==> config.mk <==
export PLATFORM = sky130hd
export DESIGN_NAME = down_count_timer_flat
export DESIGN_NICKNAME = d
export VERILOG_FILES = /design/src/rtl/down_count_timer_pkg.sv /design/src/rtl/down_count_timer_if.sv /design/src/rtl/down_count_timer_core.sv /design/src/rtl/down_count_timer.sv /design/src/flat_wrapper.sv
export SDC_FILE = /design/constraint.sdc
export NUM_CORES = 1
export LEC_CHECK = 0
export BUFFER_PORTS_ARGS = -buffer_cell sky130_fd_sc_hd__clkbuf_2
export CAP_MARGIN = 20
export CORE_AREA = 4 4 41 43
export DETAILED_ROUTE_END_ITERATION = 6
export DIE_AREA = 0 0 45 47
export GPL_TIMING_DRIVEN = 0
export SLEW_MARGIN = 20
export SYNTH_ARGS = -nofsm -noshare
export SYNTH_HDL_FRONTEND = slang
export SYNTH_SLANG_ARGS = --single-unit
==> constraint.sdc <==
create_clock -name clk -period 1.4 [get_ports clk]
set_input_delay 0.21 -clock clk [delete_from_list [all_inputs] [get_ports clk]]
set_output_delay 0.21 -clock clk [all_outputs]
set_load 0.02 [all_outputs]
==> src/rtl/down_count_timer_pkg.sv <==
// down_count_timer_pkg
//   Shared declarations for the down-count timer: FSM state encoding and
//   the default counter width. Imported by the interface, the core and the top.
package down_count_timer_pkg;

  localparam int DEFAULT_WIDTH = 4;

  typedef enum logic [1:0] {
    IDLE = 2'd0,
    RUN  = 2'd1,
    DONE = 2'd2
  } dct_state_e;

endpackage

==> src/rtl/down_count_timer_if.sv <==
// down_count_timer_if
//   Bundles the control and status signals of the down-count timer.
//   Signals:
//     load     strobe; load_val is sampled on the same rising edge
//     load_val start value of the countdown
//     en       count enable, one decrement per enabled cycle in RUN
//     out      registered count value
//     zero     out == 0
//     tc       one-cycle terminal-count pulse
//     busy     FSM in RUN
//     done     FSM in DONE (sticky until load or reset)
//     state    FSM state, exposed for observation
//   Modports: master (controller side), slave (timer side).
//   Strobe semantics: there is no back-pressure. load and en are sampled on
//   every rising edge; a load is accepted unconditionally in the cycle it is
//   high, and its effect is visible on out after that edge.
interface down_count_timer_if
  import down_count_timer_pkg::*;
#(
  parameter int WIDTH = DEFAULT_WIDTH
) ();

  logic             load;
  logic [WIDTH-1:0] load_val;
  logic             en;
  logic [WIDTH-1:0] out;
  logic             zero;
  logic             tc;
  logic             busy;
  logic             done;
  dct_state_e       state;

  modport master (
    output load, load_val, en,
    input  out, zero, tc, busy, done, state
  );

  modport slave (
    input  load, load_val, en,
    output out, zero, tc, busy, done, state
  );

endinterface

==> src/rtl/down_count_timer_core.sv <==
// down_count_core
//   WIDTH-bit count register with load / decrement / hold control and a
//   zero decode taken directly from the register.
//   Ports:
//     clk_i       rising-edge clock
//     reset_i     synchronous active-high reset (count -> 0)
//     load_i      load load_val_i (has priority over dec_i)
//     load_val_i  value to load
//     dec_i       decrement by one; ignored at zero so the count never wraps
//     cnt_o       registered count
//     zero_o      cnt_o == 0
module down_count_core
  import down_count_timer_pkg::*;
#(
  parameter int WIDTH = DEFAULT_WIDTH
) (
  input  logic             clk_i,
  input  logic             reset_i,
  input  logic             load_i,
  input  logic [WIDTH-1:0] load_val_i,
  input  logic             dec_i,
  output logic [WIDTH-1:0] cnt_o,
  output logic             zero_o
);

  logic [WIDTH-1:0] cnt_q, cnt_d;

  always_comb begin
    cnt_d = cnt_q;
    if (load_i) begin
      cnt_d = load_val_i;
    end else if (dec_i && (cnt_q != '0)) begin
      cnt_d = cnt_q - WIDTH'(1);
    end
  end

  always_ff @(posedge clk_i) begin
    if (reset_i) begin
      cnt_q <= '0;
    end else begin
      cnt_q <= cnt_d;
    end
  end

  assign cnt_o  = cnt_q;
  assign zero_o = (cnt_q == '0);

endmodule

==> src/rtl/down_count_timer.sv <==
// down_count_timer
//   Loadable down-counter / timer. A load starts a countdown from load_val;
//   each enabled cycle in RUN decrements by one. Reaching zero raises a
//   one-cycle tc pulse and parks the FSM in DONE.
//   Optional feature macro: AUTO_RELOAD_EN. When defined, the terminal step
//   reloads the last loaded value and stays in RUN (periodic tc, DONE unused).
//   Ports:
//     clk    rising-edge clock
//     reset  synchronous active-high reset
//     bus    down_count_timer_if.slave (load, load_val, en, out, zero, tc,
//            busy, done, state)
module down_count_timer
  import down_count_timer_pkg::*;
#(
  parameter int WIDTH = DEFAULT_WIDTH
) (
  input  logic                     clk,
  input  logic                     reset,
  down_count_timer_if.slave        bus
);

  dct_state_e       state_q, state_d;
  logic             tc_q, tc_d;
  logic [WIDTH-1:0] reload_q, reload_d;

  logic             core_load;
  logic [WIDTH-1:0] core_val;
  logic             core_dec;
  logic [WIDTH-1:0] cnt;
  logic             cnt_zero;

  down_count_core #(.WIDTH(WIDTH)) u_core (
    .clk_i      (clk),
    .reset_i    (reset),
    .load_i     (core_load),
    .load_val_i (core_val),
    .dec_i      (core_dec),
    .cnt_o      (cnt),
    .zero_o     (cnt_zero)
  );

  // Core load source: an external load takes load_val; otherwise the only
  // other load is the auto-reload of reload_q on the terminal step.
  always_comb begin
    state_d   = state_q;
    tc_d      = 1'b0;
    reload_d  = reload_q;
    core_load = bus.load;
    core_val  = bus.load ? bus.load_val : reload_q;
    core_dec  = 1'b0;

    if (bus.load) begin
      reload_d = bus.load_val;
      state_d  = (bus.load_val != '0) ? RUN : IDLE;
    end else if ((state_q == RUN) && bus.en) begin
      if (cnt == WIDTH'(1)) begin
        // Terminal step
        tc_d = 1'b1;
`ifdef AUTO_RELOAD_EN
        core_load = 1'b1;
`else
        core_dec = 1'b1;
        state_d  = DONE;
`endif
      end else begin
        core_dec = 1'b1;
      end
    end
  end

  always_ff @(posedge clk) begin
    if (reset) begin
      state_q  <= IDLE;
      tc_q     <= 1'b0;
      reload_q <= '0;
    end else begin
      state_q  <= state_d;
      tc_q     <= tc_d;
      reload_q <= reload_d;
    end
  end

  assign bus.out   = cnt;
  assign bus.zero  = cnt_zero;
  assign bus.tc    = tc_q;
  assign bus.busy  = (state_q == RUN);
  assign bus.done  = (state_q == DONE);
  assign bus.state = state_q;

endmodule

==> src/flat_wrapper.sv <==
// flat-port wrapper written by rule: the top's interface ports become plain ports
module down_count_timer_flat import down_count_timer_pkg::*;
#(
  parameter int WIDTH = DEFAULT_WIDTH
)
  (clk, reset, bus_load, bus_load_val, bus_en, bus_out, bus_zero, bus_tc, bus_busy, bus_done, bus_state);
  down_count_timer_if #(.WIDTH(WIDTH)) bus_i ();
  input  logic clk;
  input  logic reset;
  input wire logic [$bits(bus_i.load)-1:0] bus_load;
  input wire logic [$bits(bus_i.load_val)-1:0] bus_load_val;
  input wire logic [$bits(bus_i.en)-1:0] bus_en;
  output wire logic [$bits(bus_i.out)-1:0] bus_out;
  output wire logic [$bits(bus_i.zero)-1:0] bus_zero;
  output wire logic [$bits(bus_i.tc)-1:0] bus_tc;
  output wire logic [$bits(bus_i.busy)-1:0] bus_busy;
  output wire logic [$bits(bus_i.done)-1:0] bus_done;
  output wire logic [$bits(bus_i.state)-1:0] bus_state;
  assign bus_i.load = bus_load;
  assign bus_i.load_val = bus_load_val;
  assign bus_i.en = bus_en;
  assign bus_out = bus_i.out;
  assign bus_zero = bus_i.zero;
  assign bus_tc = bus_i.tc;
  assign bus_busy = bus_i.busy;
  assign bus_done = bus_i.done;
  assign bus_state = bus_i.state;
  down_count_timer #(.WIDTH(WIDTH)) u_core (.clk(clk), .reset(reset), .bus(bus_i));
endmodule
==> results.txt, run 1 <==
The depth of the CTS H-tree is 1. The clock passes through at most 2 buffers. The number of global-route vias before repair is approximately 340. The startpoint of the most critical hold path is bus_load_val[0]. The average via count per standard cell came out at around 5.3. The remaining max-slew budget at the tightest pin came out at between 70% and 80%. Setup repair after global routing could not meet its margin everywhere.

The cell at the root of the clock tree is clkbuf_4. The wire length of the first global-routing pass came out at between 1000 and 1500 um. The count of nets left with antenna violations once routing finished came out at 0.

The I/O pin count came out at 18. The count of final setup violators is 2. The post-cts hold buffer count came out at 0. The post-place setup slack came out at -0.108 ns.

The number of antenna violations at the first check in global routing came out at 0. The placeable core area came out at about 1300 um2. The total number of vias is between 400 and 500.

The maximum number of pins on one net before global-route repair came out at 10. The net total in the final layout is roughly 80. The post-synthesis net count is 55. The fill cell total of the finished layout came out at 134. The power dissipated by switching net loads came out at between 150 and 200 uW. After clock tree synthesis, the clock-pin slew on the worst setup and hold paths is approximately 0.050 ns. TritonCTS built the clock tree. The actual slew at the worst max-slew pin is 0.396 ns. Synthesis inferred 7 register bits.

The number of hold violations in the final report came out at 0. The total clock sinks is 7. The die span in y came out at about 47 um.

The post-route clock skew came out at 0.00336 ns. Along the worst path, the maximum fanout reaches 4. For this run, the total global-route usage over all layers was measured as under 10%. The DRC violation count after routing came out at 0. Each instance of the synthesized netlist takes up on average 8.65 um2. The relative contribution of combinational cells to total power came out at 26.8%. The proportion of synthesized chip area in sequential cells came out at a little over a third. The startpoint identified for the worst register-to-register timing path is u_core.u_core.cnt_o[1]. The max-slew violation count is 0. The total inserted antenna cells came out at 0. The floorplan has 13 rows.

The number of DRC markers after the initial detailed-route iteration is 4. The worst setup path is launched from a flop. The switching part of the total power is between 30% and 40%.

The end-of-flow core utilization is a little under half. The maximum vdd ir drop came out at roughly 570 uV. STA classifies the critical path endpoint as a flop. The static leakage is 0.257 nW.

The power density over the cells came out at slightly above 900 nW/um2. The cell count after synthesis is 45. The die extent in x came out at 45 um.

The number of input and output port buffers inserted is 16. The later pin in the worst-skew pair is clocked with a latency of about 0.25 ns. In this run the worst setup path begins at u_core.u_core.cnt_o[1]. Across all setup checks in the final design, the least slack found is -0.0978 ns. The residual overflow from global routing came out at 0. The highest clock frequency the design can meet is ~670 MHz. The number of clock buffers added by TritonCTS is 3. The path class of the tightest hold or removal check is input pin to flop.

The wire length per cell is roughly 13 um. The number of unique standard cell types used by synthesis came out at 22. The post-route netlist has between 50% and 60% of its cells at a drive strength greater than 1. The area of the mapped netlist is about 400 um2. Of the total power, the clock network draws between 30% and 40%. The internal power came out at around 400 uW. The die covers between 2000 and 2500 um2. For this run, the number of Yosys warnings is 0.

Routability-driven placement finished with a final weighted congestion of around 0.73. The post-synthesis to final-layout area growth came out at 57.9%. The final reports fail on negative setup slack. After detailed routing, the total wire length is about 1100 um. The data arrival time of the critical path came out at ~1.7 ns. The starting density of the core came out at 29.9%.

The post-layout minimum cycle time came out at approximately 1.5 ns. The number of maximum-capacitance constraint violations is 0. Adding up every negative setup slack in the final design gives -0.147 ns. The run finished, with violations left.

The number of optimization iterations in the first detailed-route pass came out at 2. The final critical-path share of the clock period is 107%. The required arrival time at the worst endpoint came out at 1.57 ns. The setup path with the least slack is of type flop to flop. The sequential power share came out at roughly 40%.
[cell type report]
type	instances	area (um2)	share of cell area, %
Inverter	5	21.3	3.46
Multi-Input combinational cell	32	267	43.4
Buffer	1	3.75	0.611
Clock buffer	4	26.3	4.28
Sequential cell	7	154	25.1
Tap cell	15	18.8	3.05
Timing Repair Buffer	21	124	20.2
[layer usage]
layer	part of all wire (%)	routed length (um)	vias up	track usage, %
met5	0	0	-	0
met4	0	0	0	1.75
met3	8.2	89	0	6.13
met2	49	538	14	14.1
met1	43	465	218	11.5
li1	-	-	221	-
[registers in the layout (all words and copies together) (netlist names)]
name / count
u_core.bus.state: 2
u_core.bus.tc: 1
u_core.u_core.cnt_o: 4
[power groups by stage]
| stage | clock, mW | sequential, mW | combinational [mW] |
|---|---|---|---|
| after floorplan | 0 | 0.240 | 0.0627 |
| after global placement | 0 | 0.230 | 0.116 |
| after detailed placement | 0 | 0.230 | 0.116 |
| after CTS | 0.194 | 0.224 | 0.131 |
| after global routing | 0.198 | 0.230 | 0.164 |
| final | 0.187 | 0.227 | 0.152 |
[layout by cell type, fill, tap and decap left out, types with 2 or more instances in the layout]
cell / instances
dfxtp_4: 3
dfxtp_1: 2
a311oi_1: 2
nor2_1: 5
inv_1: 2
clkbuf_4: 3
nand3b_1: 2
clkbuf_1: 2
inv_2: 2
clkbuf_2: 15
buf_4: 5
o21ai_0: 4
or3_1: 2
dfxtp_2: 2
[critical path, stage by stage (launching register included)]
cell and delay, ns:
dfxtp_4 0.36, or3_4 0.38, or4_4 0.48, a311oi_2 0.19
[through the flow]
stage	area, um2	hold WS [ns]	instances	total power [mW]
floorplan	414	0.275	45	0.303
global placement	513	0.477	76	0.345
detailed placement	513	0.482	76	0.346
CTS	569	0.212	84	0.549
global route	614	0.228	85	0.592
finish	614	0.211	85	0.566
[cells in the mapped netlist]
cell type / number / area (um2)
a211oi_1: 1 / 7.51
a21oi_1: 1 / 5.00
a311oi_1: 2 / 17.5
a311oi_2: 1 / 15.0
a41o_1: 1 / 10.0
clkbuf_1: 1 / 3.75
dfxtp_1: 7 / 140
ha_1: 2 / 25.0
inv_1: 5 / 18.8
nand2b_1: 1 / 6.26
nand3b_1: 2 / 15.0
nand4_1: 1 / 6.26
nor2_1: 5 / 18.8
nor2b_1: 1 / 6.26
nor3_1: 1 / 5.00
nor3b_1: 2 / 15.0
o21ai_0: 4 / 20.0
o311ai_0: 1 / 8.76
o41ai_1: 1 / 8.76
or3_1: 3 / 18.8
or4_1: 1 / 7.51
or4b_1: 1 / 10.0
[path summary, 6_finish.rpt]
path	endpoint	slack, ns	depth (start not counted)
worst min register to register	u_core.u_core.cnt_o[2]	0.56	2
worst max-delay path	u_core.u_core.cnt_o[3]	-0.1	3
worst max register to register	u_core.u_core.cnt_o[3]	-0.1	3
worst min-delay path	u_core.u_core.cnt_o[0]	0.21	3
[cell families after synthesis]
logic type,share of synthesized area [%]
adders and majority gates,6.43
DFF,36.0
and+or+nand+nor,28.0
AOI/OAI and AO/OA,23.8
buffers and inverters,5.79
[what timing repair did]
item / in CTS / in global routing
buffers inserted: 4 / 1
resized for setup: 1 / 12
endpoints found under the setup margin: 5 / 5
pin swaps: 1 / 4
Power figures use the tool's default switching activity.
==> run 2, diff against run 1 <==
--- a/config.mk
+++ b/config.mk
@@ -7,10 +7,11 @@
 export LEC_CHECK = 0
 export BUFFER_PORTS_ARGS = -buffer_cell sky130_fd_sc_hd__clkbuf_2
 export CAP_MARGIN = 20
-export CORE_AREA = 4 4 41 43
+export CORE_AREA = 2 2 39 41
 export DETAILED_ROUTE_END_ITERATION = 6
-export DIE_AREA = 0 0 45 47
+export DIE_AREA = 0 0 41 43
 export GPL_TIMING_DRIVEN = 0
+export PLACE_DENSITY = 0.55
 export SLEW_MARGIN = 20
 export SYNTH_ARGS = -nofsm -noshare
 export SYNTH_HDL_FRONTEND = slang
==> constraint.sdc (replaced) <==
create_clock -name clk -period 1.4 [get_ports clk]
set_input_delay 0.07 -clock clk [delete_from_list [all_inputs] [get_ports clk]]
set_output_delay 0.07 -clock clk [all_outputs]
set_load 0.02 [all_outputs]
==> run 2 against run 1 <==
Compared with the run above: register-to-register slack got worse by 0.02 ns; global-route usage grew 6.4 points; sequential power is essentially flat; clock power up 3%; wire length grew 1.0%; the run still ends with negative setup slack left; critical path type unchanged; sequential cell count is the same; sequential share of layout area is 0.79 points higher; die area shrank 17%.
==> results.txt, run 2 (synthesized netlist as in run 1, its figures left out) <==
At the end of routability-driven placement, the weighted congestion stood at about 0.75. In this run the horizontal extent of the chip is 41 um. Summed over all nets, the half-perimeter wirelength after detailed placement is roughly 770 um. The clock-pin slew on the worst setup and hold paths came out at about 0.06 ns. The maximum root-to-sink buffer count came out at 2. The net total in the final layout is 81. Once layout is complete, the cells apart from fillers number between 80 and 90. The setup TNS came out at -0.153 ns.

The count of buffers added on input and output ports is 16. STA classifies the critical path startpoint as a flop. The residual overflow from global routing came out at 0.

The largest stage delay on the critical path is 0.51 ns. Headroom to the max-slew limit came out at 75.0%. Clock skew on the completed layout was measured at around 0.0021 ns. The clock reaches the later pin of the worst-skew pair after approximately 0.26 ns. Measured along the y axis, the die boundary spans between 40 and 50 um. In this run the power density over the cells is roughly 950 nW/um2. The number of clock buffers inserted by TritonCTS came out at 3. The final reports fail on negative setup slack.

The total clock sinks is 7. The end-of-flow core utilization is 43.0%. Summing over every cut layer, the via total after detailed routing is around 450. The CTS tree is yes. The top cell types in the final layout, fill and taps aside, are 15 x clkbuf_2, 5 x inv_1, 5 x nor2_1, 5 x buf_4, 4 x o21ai_0. The floorplan die area is roughly 1800 um2. At the worst endpoint, the arrival time is approximately 1.7 ns. The number of hold violations in the final report is 0. The critical path goes through or3_4 -> or4_4 -> a311oi_2. The maximum number of pins on one net before global-route repair came out at 10. For this design, the CTS-stage hold fixing added 0 buffers.

The sum of internal, switching and leakage power is approximately 570 uW. The final critical-path share of the clock period came out at 109%. The static leakage came out at between 0.2 and 0.3 nW.

The cell sitting at the root of the clock tree is a clkbuf_4. Setup repair after global routing could not meet its margin everywhere. The cell area after layout came out at 596 um2.

The post-place setup slack came out at -0.118 ns. The number of antenna violations at the first check in global routing is 0. The fill cell total of the finished layout is approximately 150. The total routing resource utilization after global routing is 15.8%. The wire length per cell came out at ~13 um. Dividing the detail-routed via count by the number of cells gives approximately 5.3.

The number of optimization iterations in the first detailed-route pass came out at 4. The post-synthesis to final-layout area growth came out at 53.1%. The total inserted antenna cells is 0. The number of DRC markers after the initial detailed-route iteration is 6.

The number of core rows is 14. The area occupied by registers is 154 um2. STA classifies the critical path endpoint as a flop. CTS built an H-tree with a depth of 1. IR analysis of the VDD net gives a maximum drop of between 400 and 500 uV. The core region is approximately 1400 um2. The largest individual stage delay along the critical path comes from the cell or4_4.

The run finished, with violations left. The least setup slack across all paths after layout is -0.121 ns. The number of routed nets with antenna violations is 0.

The max-slew violation count was 0. The placed standard-cell area is roughly 500 um2. The min-delay analysis places its worst path in the category input pin to flop. The number of flip-flops in the largest register came out at 4. Once the floorplan was initialized, standard cells occupied approximately 28% of the core. On the final layout, the worst hold slack is approximately 0.078 ns. After detailed routing, the total wire length is 1100 um.

The I/O pin count came out at 18. The number of maximum-capacitance constraint violations came out at 0. The critical path is of the flop to flop type. The highest fanout seen on the critical path came out at 3. Leaving out fill and tap cells, the most frequent cell in the layout is clkbuf_2. The wire length of the first global-routing pass came out at ~1900 um. The actual slew at the worst max-slew pin is around 0.38 ns. The area of the multi-input gates is 249 um2. The post-layout minimum cycle time came out at 1.52 ns.

The fraction of layout instances using a drive strength above 1 came out at approximately half. Once placement completed, the tool counted placed cells totaling 77. The number of global-route vias before repair came to 426. The count of final setup violators is 2.

The required arrival time at the worst endpoint came out at ~1.6 ns. After detailed routing, the number of remaining DRC violations is 0. The highest clock frequency the design can meet came out at roughly 660 MHz.
==> run 2: cell counts in the layout (fill, tap and decap cells not counted) <==
No cell type changed its count.
==> run 2: layout make-up <==
class | instances | share of cell area, %
repair buffers | 21 | 20.8
well taps | 16 | 3.36
multi-input cells | 32 | 41.8
flip-flops and latches | 7 | 25.8
inverters | 5 | 3.15
plain buffers | 1 | 0.630
clock buffers | 4 | 4.41
==> run 2: worst paths after layout <==
check / from / to / slack, ns / cells past startpoint
max: u_core.u_core.cnt_o[1] / u_core.u_core.cnt_o[3] / -0.12 / 3
min: bus_load_val[0] / u_core.u_core.cnt_o[0] / 0.08 / 3
max reg2reg: u_core.u_core.cnt_o[1] / u_core.u_core.cnt_o[3] / -0.12 / 3
min reg2reg: u_core.bus.state[1] / u_core.bus.state[1] / 0.50 / 2
==> run 2: metal layers <==
layer / GRT usage, % / share of wire (%) / routed length (um) / vias up
met5: 0 / 0 / 0 / -
met2: 21.9 / 47 / 519 / 18
met4: 8.00 / 1.9 / 21 / 0
li1: - / - / - / 219
met3: 4.71 / 7.5 / 83 / 2
met1: 21.4 / 43 / 479 / 215
==> run 2: power breakdown <==
| group | leakage (nW) | switching (mW) | internal [mW] |
|---|---|---|---|
| clock | 0.0150 | 0.0836 | 0.109 |
| combinational | 0.180 | 0.0784 | 0.0710 |
| sequential | 0.0603 | 0.0143 | 0.210 |
| total | 0.256 | 0.176 | 0.390 |
==> run 2: worst max-delay path: cells and delay by family (launching register included) <==
kind	cells	cell delay [ns]
flip-flops	1	0.35
AO/OA/AOI/OAI	1	0.19
AND/OR/NAND/NOR	2	0.89
==> run 2: repair_timing <==
action                     in CTS  in global routing
buffers inserted                5                  0
setup endpoints to repair       5                  5
pin swaps                       2                  2
cloned                          0                  0
gates resized for setup         2                  5
hold endpoints to repair        0                  0
==> run 3, diff against run 2 <==
--- a/config.mk
+++ b/config.mk
@@ -8,6 +8,7 @@
 export BUFFER_PORTS_ARGS = -buffer_cell sky130_fd_sc_hd__clkbuf_2
 export CAP_MARGIN = 20
 export CORE_AREA = 2 2 39 41
+export CTS_BUF_LIST = sky130_fd_sc_hd__clkbuf_8
 export DETAILED_ROUTE_END_ITERATION = 6
 export DIE_AREA = 0 0 41 43
 export GPL_TIMING_DRIVEN = 0
==> run 3 against run 2 <==
Compared with the run above: clock skew about the same; critical path type unchanged; setup slack better by 0.0040 ns; clock power grew 45%; the flow still finishes with violations (negative setup slack); combinational power down 5%; wire length fell by 1.9%.
==> results.txt, run 3 (synthesized netlist as in run 1, its figures left out) <==
The run finished, with violations left. The final reports fail on negative setup slack. The number of optimization iterations in the first detailed-route pass came out at 2.

The total wire length came out at ~1100 um. The DRC violation count after routing is 0. The worst hold path belongs to the class input pin to flop.

The static leakage is roughly 0.26 nW. The final critical-path share of the clock period is 108%. The net total in the final layout is 79.

The max-slew violation count is 0. The later pin in the worst-skew pair is clocked with a latency of about 0.23 ns. Once placement finished, the instance area stood at approximately 500 um2. In this run the critical register-to-register path is launched from u_core.u_core.cnt_o[1].

The number of global-route vias before repair is 410. The worst hold path terminates at u_core.u_core.cnt_o[0]. The worst hold path passes through 3 cells. The depth of the CTS H-tree is 1. The total routing resource utilization after global routing came out at between 10% and 20%. TritonCTS built the clock tree. Hold repair after CTS inserted 0 buffers. The total inserted antenna cells came out at 0. The sequential power share is a little over a third. Per report_power, the combinational group accounts for a little over a fifth of the total. The number of hold violations in the final report is 0. The data arrival time of the critical path is roughly 1.7 ns. After clock tree synthesis, the clock-pin slew on the worst setup and hold paths is around 0.040 ns. Across the routed clock network, the largest skew measured is ~0.0017 ns. The post-layout minimum cycle time is 1.52 ns.

The detailed router placed 433 vias in this run. The number of DRC markers after the initial detailed-route iteration came out at 3. Clock tree synthesis inserted a total of 3 buffers.

Leaving out fill and tap cells, the most frequent cell in the layout is clkbuf_2. Dividing total power by cell area gives a power density of about 1100 nW/um2. The internal power is between 400 and 500 uW. The I/O pin count came out at 18. The actual slew at the worst max-slew pin is ~0.37 ns. Data on the critical path is required at its endpoint by between 1.5 and 2 ns. The number of antenna violations at the first check in global routing is 0. STA classifies the critical path startpoint as a flop. The post-synthesis to final-layout area growth came out at 54.0%.

The count of final setup violators came out at 2. The floorplan die area came out at approximately 1800 um2. The tree is rooted in a clkbuf_8. The number of routed nets with antenna violations came out at 0. The critical path goes through or3_4 -> or4_4 -> a311oi_2. The worst setup path is of the flop to flop kind.

The fill cell total of the finished layout came out at around 140. The highest fanout seen on the critical path is 4. In this run the horizontal extent of the chip is slightly above 40 um. The library cells used most frequently in the layout, excluding fill and tap cells, are 15 x clkbuf_2, 6 x inv_1, 5 x nor2_1. Of the cells placed in the final design, the portion with a size suffix greater than 1 is between 40% and 50%.

The switching part of the total power is 28.0%. The wire length of the first global-routing pass is 1790 um. The residual overflow from global routing is 0. In this design, the stage delay of the slowest critical-path cell is 0.51 ns. From bottom edge to top edge, the die measures 43 um. The least setup slack across all paths after layout came out at -0.117 ns.

The highest clock frequency the design can meet came out at between 600 and 700 MHz. The worst setup slack for register-to-register paths is -0.12 ns. The average via count per standard cell came out at between 5 and 6. The analysis attributes to net switching a power of ~180 uW. Max-cap violations in this run came to 0.

The number of input and output port buffers inserted came out at 16. The placeable core area is roughly 1400 um2. The worst setup path is captured at a flop.

The remaining max-slew budget at the tightest pin is between 70% and 80%. The maximum number of pins on one net before global-route repair is 10. The starting density of the core is 28.1%. CTS saw 7 sinks. The startpoint of the most critical hold path is bus_load_val[0]. The number of core rows is 14. The endpoint identified for the worst register-to-register timing path is u_core.u_core.cnt_o[3].

The HPWL reported at the end of detailed placement came out at between 700 and 800 um. The maximum vdd ir drop came out at 489 uV. The wire length per cell is between 10 and 15 um. The final RePlAce weighted congestion is about 0.75. The design draws between 600 and 700 uW.

Setup repair after global routing could not meet its margin everywhere. The slowest stage of the critical path is the or4_4 cell. The cell area after layout came out at about 600 um2. The maximum root-to-sink buffer count is 2. The share of total power in the clock network is a little over two fifths. The depth of the most critical reg-to-reg path came out at 3. The register with the most flip-flops in the layout has 4 of them.
[run 3: cell types whose count changed in the layout (fill, tap and decap cells not counted), sizes merged]
cell,before,now
buf,6,4
clkbuf,20,19
inv,5,6
[run 3: per-stage QoR]
step,hold WS [ns],TNS (ns),instances,utilization [%],setup slack (ns)
2_1_floorplan,0.135,-0.186,45,-,-0.108
3_3_place_gp,0.344,-0.202,77,37.2,-0.102
3_5_place_dp,0.347,-0.219,77,37.2,-0.118
4_1_cts,0.107,-0.177,84,42.2,-0.131
5_1_grt,0.135,-0.465,84,43.3,-0.155
6_report,0.110,-0.160,84,43.3,-0.117
[run 3: final cells by class]
type	instances	area [um2]	area share (%)
inverter	5	18.8	3.13
tap	16	20.0	3.34
clock buffer	3	41.3	6.89
clock inverter	1	3.75	0.626
sequential	7	154	25.7
timing repair buffer	19	109	18.2
multi-input combinational	32	249	41.5
buffer	1	3.75	0.626
[run 3: what timing repair did]
item	CTS	global route
pin swaps	1	1
hold endpoints to repair	0	0
buffers inserted	3	0
endpoints found under the setup margin	4	5
gates resized for setup	2	6
[run 3: power by group through the flow]
| stage | sequential [mW] | combinational [mW] | clock, mW |
|---|---|---|---|
| final | 0.226 | 0.142 | 0.280 |
| after detailed placement | 0.230 | 0.118 | 0 |
| after global placement | 0.230 | 0.117 | 0 |
| after global routing | 0.229 | 0.157 | 0.301 |
| after CTS | 0.225 | 0.133 | 0.291 |
| after floorplan | 0.240 | 0.0627 | 0 |
[run 3: worst max-delay path by stage]
stage | from | endpoint | slack [ns] | cells after the start
2_1_floorplan | u_core.u_core.cnt_o[1] | u_core.u_core.cnt_o[3] | -0.11 | 3
3_5_place_dp | u_core.u_core.cnt_o[1] | u_core.u_core.cnt_o[3] | -0.12 | 3
6_report | u_core.u_core.cnt_o[1] | u_core.u_core.cnt_o[3] | -0.12 | 3
3_3_place_gp | u_core.u_core.cnt_o[1] | u_core.u_core.cnt_o[3] | -0.10 | 3
4_1_cts | u_core.u_core.cnt_o[1] | u_core.u_core.cnt_o[3] | -0.13 | 3
5_1_grt | u_core.u_core.cnt_o[1] | u_core.u_core.cnt_o[3] | -0.16 | 3
[run 3: critical path, delay by kind of cell, from the launching register on]
| kind | cells | cell delay (ns) |
|---|---|---|
| AO/OA/AOI/OAI | 1 | 0.19 |
| flip-flops | 1 | 0.34 |
| AND/OR/NAND/NOR | 2 | 0.89 |
[run 3: metal layers]
layer / vias up / part of all wire, % / track usage, % / wire, um
met1: 202 / 46 / 20.4 / 494
met3: 2 / 6.4 / 4.71 / 69
met4: 0 / 1.8 / 8.00 / 19
met5: - / 0 / 0 / 0
li1: 214 / - / - / -
met2: 15 / 46 / 20.9 / 498
